### src/rtl/clkgen_pkg.sv
// Shared constants for the clock generator: voltage scaling, gate thresholds, CV clamps.
// Pulse-width CV decoding in clkgen is enabled by defining CLKGEN_PW_CV_EN.
package clkgen_pkg;

  // Samples are millivolts x4.
  localparam int FROM_MV = 4;

  localparam logic signed [15:0] SCHMITT_HI = 16'(2000 * FROM_MV);
  localparam logic signed [15:0] SCHMITT_LO = 16'(500 * FROM_MV);
  localparam logic signed [15:0] OUT_LO     = 16'sd0;

  localparam int MIN_PERIOD = 4000;

  localparam logic signed [15:0] CV_MIN = 16'sd0;
  localparam logic signed [15:0] CV_MAX = 16'(5000 * FROM_MV);

  // Duty-cycle eighths decoded from the pulse-width CV.
  localparam int PW_SHIFT = 11;
  localparam logic signed [15:0] PW_LO_RAW = 16'sd2048;   // below: d would be < 1
  localparam logic signed [15:0] PW_HI_RAW = 16'sd16384;  // at/above: d would be > 7

  typedef struct packed {
    logic [14:0] period;
    logic [14:0] width;
  } cycle_t;

endpackage

### src/rtl/clkgen_schmitt_trigger.sv
// Hysteresis gate detector; level reflects the current sample, rise pulses on a strobed 0->1.
module schmitt_trigger
  import clkgen_pkg::*;
(
  input  logic               clk,
  input  logic               rst_n,
  input  logic               strobe,
  input  logic signed [15:0] sample,
  output logic               level,
  output logic               rise
);

  logic state;

  always_comb begin
    level = state;
    if (sample > SCHMITT_HI)      level = 1'b1;
    else if (sample < SCHMITT_LO) level = 1'b0;
  end

  assign rise = strobe & level & ~state;

  always_ff @(posedge clk or negedge rst_n) begin
    if (!rst_n)      state <= 1'b0;
    else if (strobe) state <= level;
  end

endmodule

### src/rtl/clkgen.sv
// Tempo-CV clock generator with /2, /4 and downbeat outputs, re-sync and run gates.
// Define CLKGEN_PW_CV_EN to take the pulse width from sample_in1 instead of a fixed 50% duty.
module clkgen
  import clkgen_pkg::*;
#(
  parameter int MAX_PERIOD = 24000,
  parameter int OUT_HI_RAW = 20000
) (
  input  logic               clk,
  input  logic               rst_n,
  input  logic               sample_strobe,
  input  logic signed [15:0] sample_in0,
  input  logic signed [15:0] sample_in1,
  input  logic signed [15:0] sample_in2,
  input  logic signed [15:0] sample_in3,
  output logic signed [15:0] sample_out0,
  output logic signed [15:0] sample_out1,
  output logic signed [15:0] sample_out2,
  output logic signed [15:0] sample_out3
);

  localparam logic signed [15:0] OUT_HI = 16'(OUT_HI_RAW);

  // Gate lane 0 is re-sync, lane 1 is run.
  logic [1:0][15:0] gate_in;
  logic [1:0]       gate_lvl, gate_rise;

  assign gate_in = {sample_in3, sample_in2};

  for (genvar g = 0; g < 2; g++) begin : g_gate
    schmitt_trigger u_st (
      .clk    (clk),
      .rst_n  (rst_n),
      .strobe (sample_strobe),
      .sample (gate_in[g]),
      .level  (gate_lvl[g]),
      .rise   (gate_rise[g])
    );
  end

  logic run_lvl, run_rise, sync_rise, sync_unused;
  assign run_lvl     = gate_lvl[1];
  assign run_rise    = gate_rise[1];
  assign sync_rise   = gate_rise[0];
  assign sync_unused = gate_lvl[0];

  logic [14:0] cv_mag, period_cv, width_cv;

  always_comb begin
    if (sample_in0 < CV_MIN)      cv_mag = '0;
    else if (sample_in0 > CV_MAX) cv_mag = CV_MAX[14:0];
    else                          cv_mag = sample_in0[14:0];
  end

  assign period_cv = 15'(MAX_PERIOD) - cv_mag;

`ifdef CLKGEN_PW_CV_EN
  logic [2:0] pw_d;

  always_comb begin
    if (sample_in1 < PW_LO_RAW)       pw_d = 3'd1;
    else if (sample_in1 >= PW_HI_RAW) pw_d = 3'd7;
    else                              pw_d = sample_in1[PW_SHIFT+2:PW_SHIFT];
  end

  assign width_cv = 15'((18'(period_cv) * 18'(pw_d)) >> 3);
`else
  logic pw_unused;
  assign pw_unused = ^sample_in1;
  assign width_cv  = period_cv >> 1;
`endif

  cycle_t      cyc, cyc_nxt;
  logic [14:0] phase, phase_nxt;
  logic [2:0]  beat, beat_nxt;
  logic        wrap, main_hi;

  always_comb begin
    wrap      = (phase == cyc.period - 15'd1);
    phase_nxt = phase + 15'd1;
    beat_nxt  = beat;
    cyc_nxt   = cyc;
    // Re-sync beats the wrap increment when both land on one strobe.
    if (sync_rise)            beat_nxt = '0;
    else if (run_lvl && wrap) beat_nxt = beat + 3'd1;
    if (!run_lvl) begin
      phase_nxt = '0;
    end else if (sync_rise || run_rise || wrap) begin
      phase_nxt = '0;
      cyc_nxt   = '{period: period_cv, width: width_cv};
    end
  end

  assign main_hi = run_lvl && (phase_nxt < cyc_nxt.width);

  always_ff @(posedge clk or negedge rst_n) begin
    if (!rst_n) begin
      phase       <= '0;
      beat        <= '0;
      cyc         <= '{period: 15'(MAX_PERIOD), width: 15'(MAX_PERIOD >> 1)};
      sample_out0 <= OUT_LO;
      sample_out1 <= OUT_LO;
      sample_out2 <= OUT_LO;
      sample_out3 <= OUT_LO;
    end else if (sample_strobe) begin
      phase       <= phase_nxt;
      beat        <= beat_nxt;
      cyc         <= cyc_nxt;
      sample_out0 <= main_hi ? OUT_HI : OUT_LO;
      sample_out1 <= (run_lvl && !beat_nxt[0]) ? OUT_HI : OUT_LO;
      sample_out2 <= (run_lvl && !beat_nxt[1]) ? OUT_HI : OUT_LO;
      sample_out3 <= (main_hi && beat_nxt == 3'd0) ? OUT_HI : OUT_LO;
    end
  end

endmodule
### config.mk
export PLATFORM = sky130hd
export DESIGN_NAME = clkgen
export DESIGN_NICKNAME = d
export VERILOG_FILES = /design/src/rtl/clkgen_pkg.sv /design/src/rtl/clkgen_schmitt_trigger.sv /design/src/rtl/clkgen.sv
export SDC_FILE = /design/constraint.sdc
export NUM_CORES = 1
export LEC_CHECK = 0
export CAP_MARGIN = 15
export CORE_MARGIN = 8
export CORE_UTILIZATION = 50
export CTS_BUF_LIST = sky130_fd_sc_hd__clkbuf_8
export DETAILED_ROUTE_END_ITERATION = 12
export PLACE_DENSITY = 0.82
export SYNTH_ARGS = -nofsm -noshare
export SYNTH_HDL_FRONTEND = slang
export SYNTH_SLANG_ARGS = --single-unit
### constraint.sdc
create_clock -name clk -period 5.7 [get_ports clk]
set_clock_uncertainty 0.2 [all_clocks]
set_input_delay 0.855 -clock clk [delete_from_list [all_inputs] [get_ports clk]]
set_output_delay 0.855 -clock clk [all_outputs]
set_load 0.005 [all_outputs]
==> out/metrics.yaml <==
worst_hold_path:
  hp-class: "reg2reg"
  holdPathStages: 2
  min_from: "cyc[5]$_DFFE_PN1P_"
place:
  placed_cell_area_sq_um: 5301
  port_buffers: 70
  hpwl_um: 9453
  dp_slack_ns: -0.3382
  placed_cells: 704
  gp_congestion: 0.8662
cts:
  cts_buffers: 5
  insertion_delay_ns: 0.31
  cts_sinks: 54
  cts_tree: "built"
  cts-root-buf: "clkbuf_8"
  clk_pin_slew_worst_paths_ns: 0.09
  clockBufferDepth: 2
  cts_hold_buffers: 0
  htree_num_levels: 2
yosys:
  synth.area.top_cells: "dfrtp_1 21%, buf_4 9.7%, dfstp_2 7.8%"
  async_flop_share_pct: 100.0
  synthFlopType: "dfrtp_1"
  synth_top_area_share_pct: 21.21
  yosysUniqueCellTypes: 63
  yosys_register_bits: 54
  yosys-top-cells-count: "61 x buf_4, 40 x dfrtp_1, 39 x nor2_1"
  yosysMostFrequentCell: "buf_4"
  syn_avg_cell_area_sq_um: 8.657
  synth-warning-count: 0
  synth_edf_count: 0
  ys_seq_area_share_pct: 29.01
  synth_area_leader_cell: "dfrtp_1"
  synth.cell_area_sq_um: 4718
  synth_cells: 545
final_layout:
  final-instance-count-excl-fill: 712
  drive_gt1_share_pct: 12.65
  seq_area_sq_um: 1369
  synthToLayoutAreaGrowth_pct: 15.35
  design_area_sq_um: 5443
  utilization_pct: 59.18
  final_nets: 685
  diodes: 0
  nFillCells: 798
  multi_input_area_sq_um: 2939
critical_path:
  cp.required_ns: 5.75
  critPathCaptureType: "flop"
  cpMostUsedCell: "a21oi_1"
  critical_path.max_fanout: 4
  worstSetupPathType: "in2reg"
  rr_worst_depth: 17
  crit_path_start: "sample_in0[2]"
  critical_path_arrival_ns: 5.42
  worstSetupStartpointType: "input port"
  critPathMaxStageDelay_ns: 0.42
  crit_path_top_delay_cell: "clkdlybuf4s50_1"
  worstReg2RegStart: "cyc[17]$_DFFE_PN0P_"
power:
  power.density_nw_per_um2: 229.0
  peakVddDrop_uv: 129.2
  finalPower_mw: 1.247
  p_leak_nw: 2.363
grt:
  track_usage_pct: 18.06
  grt_pass1_wl_um: 19310
  grt_remaining_overflow: 0
  antenna_found_initial: 0
  grt_pass1_vias: 3996
  grt_max_degree: 55
detailed_routing:
  detailedRoute.firstPassIterationCount: 4
  viasPerCell: 5.823
  wl_per_cell_um: 16.62
  vias: 4146
  drt_iter0_drc: 244
  drt-total-wl_um: 11830
  ant_nets: 0
  drcViolationCount: 0
timing:
  worst_slack_ns: 0.3302
  period_needed_ns: 5.370
  rsz0062_at_grt: "false"
  worst_slew_pin_slew_ns: 1.111
  setup_viol: 0
  slew_headroom_pct: 25.74
  final_max_slew_viol_count: 0
  period_share_pct: 94.21
  max_freq_mhz: 186.2
  finalHoldViolCount: 0
floorplanning:
  die_height_um: 113.1
  dieWidth_um: 113.1
  dieArea_sq_um: 12800
  ios: 131
  initial_core_util_pct: 51.31
  rows: 35
  core_area_sq_um: 9196
flow_run:
  maxCapViolCount: 0
outcome:
  status: "finished clean"
==> layout make-up <==
type	instances	area share, %
Timing Repair Buffer	90	15.54
Sequential cell	54	25.15
Clock inverter	3	0.7356
Multi-Input combinational cell	438	54.00
Tap cell	111	2.552
Inverter	11	0.7586
Clock buffer	5	1.264
==> layer usage <==
metal	track usage, %	part of all wire (%)
met4	5.684	1.9
met2	32.62	51
met5	0	0
met3	2.822	6.6
met1	21.33	40
==> where the power goes <==
part | total [mW] | switching [mW] | leakage [nW] | internal [mW]
combinational | 0.448 | 0.218 | 1.62 | 0.230
clock | 0.254 | 0.125 | 0.0579 | 0.129
sequential | 0.545 | 0.0788 | 0.681 | 0.466
==> path summary, 6_finish.rpt <==
path / to / slack (ns)
setup / recovery: sample_out0[11]$_DFFE_PN0P_ / 0.33
hold / removal: cyc[5]$_DFFE_PN1P_ / 0.28
setup reg to reg: sample_out0[11]$_DFFE_PN0P_ / 0.53
hold reg to reg: cyc[5]$_DFFE_PN1P_ / 0.28
max in group asynchronous: cyc[3]$_DFFE_PN0P_ / 4.37
min in group asynchronous: beat[0]$_DFFE_PN0P_ / 0.45
==> cell usage in the layout, fill, tap and decap left out, drive strengths merged, types with 4 or more instances in the layout <==
master	instances
nor4	4
nor3	18
xor2	13
o21ai	30
dfstp	14
nor2	40
ha	18
o2bb2ai	5
buf	21
mux2	18
mux2i	15
and3	12
o31ai	7
or2	6
inv	11
a21o	10
nor3b	4
nand3	11
a21oi	34
xnor2	18
o211ai	8
dfrtp	40
clkbuf	5
o2111ai	4
conb	44
clkdlybuf4s50	69
nand2b	21
a211oi	5
nor2b	9
or4	6
nand2	30
o21a	8
==> registers in the layout, summed over array words and instances (netlist names) <==
register           cells
beat                   3
cyc                   30
g_gate.u_st.state      2
phase                 15
sample_out0            1
sample_out1            1
sample_out2            1
sample_out3            1
==> cell families (layout without fill, tap and decap cells) <==
group	after synthesis	in the layout	synth area share (%)
AND/OR/NAND/NOR	180	180	21.29
AO/OA/AOI/OAI	132	132	18.48
buffers and inverters	96	109	12.81
flip-flops	54	54	29.01
multiplexers	33	33	7.796
XOR/XNOR	31	31	5.754
adder cells (fa/ha/maj)	18	18	4.773
other	1	44	0.07948
==> worst max-delay path, delay by kind of cell <==
family	cells	cell delay, ns
simple gates	10	1.68
mux	1	0.15
compound gates	10	1.65
fa+ha+maj	2	0.50
buf+inv	2	0.59
==> what timing repair did <==
item | in CTS | in global routing
setup endpoints to repair | 2 | 2
setup buffers | 0 | 0
hold endpoints to repair | 0 | 0
gates resized for setup | 1 | 6
pin swaps | 0 | 1
==> per-stage QoR <==
stage	setup TNS, ns	hold WS, ns
after CTS	0	0.2862
after floorplan	0	0.2411
after global routing	0	0.3054
after global placement	-0.2604	0.2489
after detailed placement	-0.6684	0.2685
final	0	0.2824
(Power assumes the default switching activity.)
==> patch 1 (same settings) <==
Build with the macro `CLKGEN_PW_CV_EN` defined.
--- a/src/rtl/clkgen.sv
+++ b/src/rtl/clkgen.sv
@@ -2,2 +2,4 @@
 // Define CLKGEN_PW_CV_EN to take the pulse width from sample_in1 instead of a fixed 50% duty.
+`define CLKGEN_PW_CV_EN
+
 module clkgen
Formal check against the unedited RTL: no difference found for any inputs over 4 cycles, from zero or initial values and one cycle with rst_n low; that may be too few to reach the edited logic, so the function may still have changed.
==> patch 1 against the original RTL <==
The flow now finishes with violations (negative setup slack). Synthesized area rose by 23%. Sequential cell count did not move. Setup slack got worse by 0.97 ns. Cell area rose by 40%. Routed wire length rose by 40%. Largest cell class unchanged.
Power is not compared: it rests on default switching activity, and its combinational part moved more than twofold at a synthesized area within 25%.
==> patch 1: results (changes against the original RTL) <==
Result of the run: finished with violations (was finished clean). The checks that failed: negative setup slack. The post-detailed-routing wire length is 16560 um (was 11830 um). The maximum net fanout on the critical path is 5 (was 4). The number of unique standard cell types used by synthesis is 65 (was 63). The detailed router's first-iteration violation count came out at 245 (was 244). The termination of the worst setup path is sample_out3[11]$_DFFE_PN0P_ (was sample_out0[11]$_DFFE_PN0P_).

The total number of vias is 5571 (was 4146). The total setup violations reported at the end of the flow is 3 (was 0). The average wire per standard cell is 16.51 um (was 16.62 um). The transition time at the pin with the least slew margin came to 0.9085 ns (was 1.111 ns).

The via count of the first global-routing pass came out at 5725 (was 3996). The final worst-path setup slack came to -0.6380 ns (was 0.3302 ns). The cell depth of the worst flop-to-flop path came out at 21 (was 17). The relative area of clock buffers and inverters in the final design was 1.476% (was 2.000%).

The sink of the worst hold path is cyc[1]$_DFFE_PN0P_ (was cyc[5]$_DFFE_PN1P_). The start of the worst register-to-register path was cyc[15]$_DFFE_PN0P_ (was cyc[17]$_DFFE_PN0P_). The multi-input combinational area share is 54.72% (was 54.00%). The global-route wire length before repair was 26550 um (was 19310 um). The HPWL after detailed placement is 12830 um (was 9453 um). The number of filler instances in the final layout is 920 (was 798). The register-to-register setup slack came out at 0.41 ns (was 0.53 ns). The layout buffer count excluding clock buffers came out at 202 (was 90). Cell types with the highest counts after synthesis: 68 x nand2_1, 63 x buf_4, 43 x nor2_1, 40 x dfrtp_1, 36 x inv_1 (was 61 x buf_4, 40 x dfrtp_1, 39 x nor2_1, 34 x a21oi_1, 30 x nand2_1). The proportion of layout cells with a drive suffix above 1 was 26.05% (was 12.65%).

The startpoint of the tightest hold check path is cyc[1]$_DFFE_PN0P_ (was cyc[5]$_DFFE_PN1P_). The routability-driven placement congestion ratio is 0.9318 (was 0.8662). The count of multi-input combinational gates was 560 (was 438). The worst hold-check slack was 0.2956 ns (was 0.2824 ns). The global router's overall resource usage is 21.22% (was 18.06%).

The data-path buffer share of cell area in the final layout came to 21.75% (was 15.54%). The critical path's top delay family was compound AO/OA/AOI/OAI gates (was simple AND/OR/NAND/NOR gates). The cell count after placement is 961 (was 704). The final net count is 973 (was 685).
## patch 1: changes by cell type after synthesis, sizes merged, moves of 13 or more
cell   change
ha        +15
xnor2     +13
nand2     +38
o21ai     +16
fa        +14
inv       +25
## patch 1: metal layers
metal	up-vias	wire [um]	GRT usage, %	share of wire, %
met5	-	0	0	0
met4	0	566	8.954	3.4
met3	45	1098	3.536	6.6
met2	187	8481	39.87	51
met1	2677	6412	22.96	39
li1	2662	-	-	-
## patch 1: logic make-up after synthesis
group                      count (synthesis)  share of synthesized area [%]
xor gates and xnor gates                  48                          7.393
DFF                                       54                          23.65
adders and majority gates                 47                          11.98
other                                      1                        0.06479
AOI/OAI and AO/OA                        145                          16.11
buffers and inverters                    119                          12.17
muxes                                     42                          7.782
and+or+nand+nor                          234                          20.86
## patch 1: stage by stage
step / power [mW] / instance area, um2
after detailed placement: 1.410 / 7073
after global placement: 1.362 / 7073
after floorplan: 1.112 / 6033
after global routing: 1.935 / 7629
after CTS: 1.744 / 7466
final: 1.816 / 7629
==> patch 2 (same flow settings) <==
Made on the original files. Put one more register stage on the output `sample_out2`, cleared by the reset. The value now appears one clock later. The other outputs are not delayed to match.
--- a/src/rtl/clkgen.sv
+++ b/src/rtl/clkgen.sv
@@ -22,2 +22,4 @@
   localparam logic signed [15:0] OUT_HI = 16'(OUT_HI_RAW);
+
+  logic signed [15:0] sample_out2_s0;
 
@@ -102,3 +104,3 @@
       sample_out1 <= OUT_LO;
-      sample_out2 <= OUT_LO;
+      sample_out2_s0 <= OUT_LO;
       sample_out3 <= OUT_LO;
@@ -110,3 +112,3 @@
       sample_out1 <= (run_lvl && !beat_nxt[0]) ? OUT_HI : OUT_LO;
-      sample_out2 <= (run_lvl && !beat_nxt[1]) ? OUT_HI : OUT_LO;
+      sample_out2_s0 <= (run_lvl && !beat_nxt[1]) ? OUT_HI : OUT_LO;
       sample_out3 <= (main_hi && beat_nxt == 3'd0) ? OUT_HI : OUT_LO;
@@ -115,2 +117,10 @@
 
+  always_ff @(posedge clk or negedge rst_n) begin
+    if (!rst_n) begin
+      sample_out2 <= '0;
+    end else begin
+      sample_out2 <= sample_out2_s0;
+    end
+  end
+
 endmodule
Check against the original RTL: not equivalent (Yosys sat finds a counterexample within 4 cycles, from zero or initial values and one cycle with rst_n low).
==> patch 2 against the original RTL <==
Critical path depth is 4 lower. Cell count shrank 6.0%. Critical path type unchanged. Setup slack improved by 0.035 ns. Synthesized area is 7.2% lower. Register-to-register slack improved by 0.14 ns. Highest routed layer unchanged. First-iteration DRC count down 39%. Power down 2.7%. Routed wire length fell by 11%. Largest cell class unchanged. Cell area decreased by 7.4%. Clock power fell by 13%. Die area is 6.2% lower. Sequential cell count grew 1.
==> patch 2: results (changes against the original RTL) <==
The register-to-register setup slack came out at 0.67 ns (was 0.53 ns). The sequential area share after synthesis came out at 31.83% (was 29.01%). The critical path's top delay family is compound AO/OA/AOI/OAI gates (was simple AND/OR/NAND/NOR gates). Leading post-synthesis cells by cell area: dfrtp_1 23%, buf_4 10%, dfstp_2 8.4% (was dfrtp_1 21%, buf_4 9.7%, dfstp_2 7.8%).

The cell depth of the worst flop-to-flop path came out at 15 (was 17). The sink of the worst hold path is sample_out2[11]$_DFF_PN0_ (was cyc[5]$_DFFE_PN1P_). The final net count came out at 645 (was 685).

The pin count of the biggest net entering global routing came out at 56 (was 55). Cell types with the highest counts after synthesis: 61 x buf_4, 58 x nand2_1, 58 x nor2_1, 41 x dfrtp_1, 24 x xnor2_1 (was 61 x buf_4, 40 x dfrtp_1, 39 x nor2_1, 34 x a21oi_1, 30 x nand2_1). The number of unique standard cell types used by synthesis is 60 (was 63). Result of the run: finished clean (unchanged). The depth of the worst hold-timing path came out at 0 (was 2). The start of the worst register-to-register path is cyc[24]$_DFFE_PN0P_ (was cyc[17]$_DFFE_PN0P_). The via count of the first global-routing pass came to 3603 (was 3996). The maximum resistive drop on vdd is 0.0001156 V (was 0.0001292 V). The startpoint of the tightest hold check path is sample_out2_s0[11]$_DFFE_PN0P_ (was cyc[5]$_DFFE_PN1P_). The clock transition at the registers of the reported paths is about 0.10 ns.

The number of filler instances in the final layout came out at 742 (was 798). The proportion of layout cells with a drive suffix above 1 is 13.01% (was 12.65%). The HPWL after detailed placement is 8450 um (was 9453 um).

The global-route wire length before repair was 16860 um (was 19310 um). The average wire per standard cell is 15.79 um (was 16.62 um). The detailed router's first-iteration violation count is 150 (was 244). The total number of vias is 3695 (was 4146). The leakage component of the power came out at 2.323 nW (was 2.363 nW). The data arrival time of the critical path came out at 5.36 ns (was 5.42 ns). The destination of the worst register-to-register timing path is sample_out3[11]$_DFFE_PN0P_ (was sample_out0[11]$_DFFE_PN0P_).
patch 2: worst max-delay path by stage:
stage | from | endpoint | slack (ns) | cells past startpoint
after floorplan | sample_in0[2] | sample_out3[11]$_DFFE_PN0P_ | 0.45 | 20
after global placement | sample_in0[2] | sample_out3[11]$_DFFE_PN0P_ | 0.07 | 21
after detailed placement | sample_in0[2] | sample_out3[11]$_DFFE_PN0P_ | -0.06 | 21
after CTS | sample_in0[2] | sample_out3[11]$_DFFE_PN0P_ | 0.25 | 21
after global routing | sample_in0[3] | sample_out3[11]$_DFFE_PN0P_ | 0.004 | 21
final | sample_in0[2] | sample_out3[11]$_DFFE_PN0P_ | 0.37 | 21
patch 2: layer usage:
metal  global-route usage, %  routed length, um  vias to the layer above
met1                   20.26               4265                     1780
met5                       0                  0                        -
met4                   5.400                171                        0
li1                        -                  -                     1761
met3                   3.634                902                       18
met2                   31.31               5221                      136
patch 2: logic make-up after synthesis:
kind of cell,synth area share (%)
xor gates and xnor gates,8.200
and+or+nand+nor,20.80
adders and majority gates,5.143
other,0.08563
DFF,31.83
AOI/OAI and AO/OA,11.83
buffers and inverters,13.34
muxes,8.771
patch 2: metrics by stage:
step | area (um2) | setup slack [ns] | utilization, % | hold slack, ns | instances
after global placement | 4949 | 0.06627 | 57.59 | 0.1684 | 661
after detailed placement | 4949 | -0.06290 | 57.59 | 0.1733 | 661
after floorplan | 4541 | 0.4509 | - | 0.1554 | 544
final | 5041 | 0.3656 | 58.66 | 0.2011 | 669
after global routing | 5041 | 0.004119 | 58.66 | 0.2263 | 669
after CTS | 5034 | 0.2476 | 58.58 | 0.1979 | 669
patch 2: final cells by class:
class / count / area, um2 / share of cell area, %
tap: 108 / 135.1 / 2.681
clock inverter: 3 / 16.27 / 0.3227
sequential: 55 / 1394 / 27.65
inverter: 9 / 33.78 / 0.6701
multi-input combinational: 402 / 2570 / 50.98
timing repair buffer: 87 / 823.3 / 16.33
clock buffer: 5 / 68.82 / 1.365
patch 2: where the power goes:
group	internal [mW]	switching [mW]
sequential	0.477	0.0796
clock	0.0847	0.137
combinational	0.218	0.217
total	0.780	0.434
patch 2: timing repair:
action                     CTS  global route
setup buffers                0             0
setup endpoints to repair    0             2
gates resized for setup      0             2
hold endpoints to repair     0             0
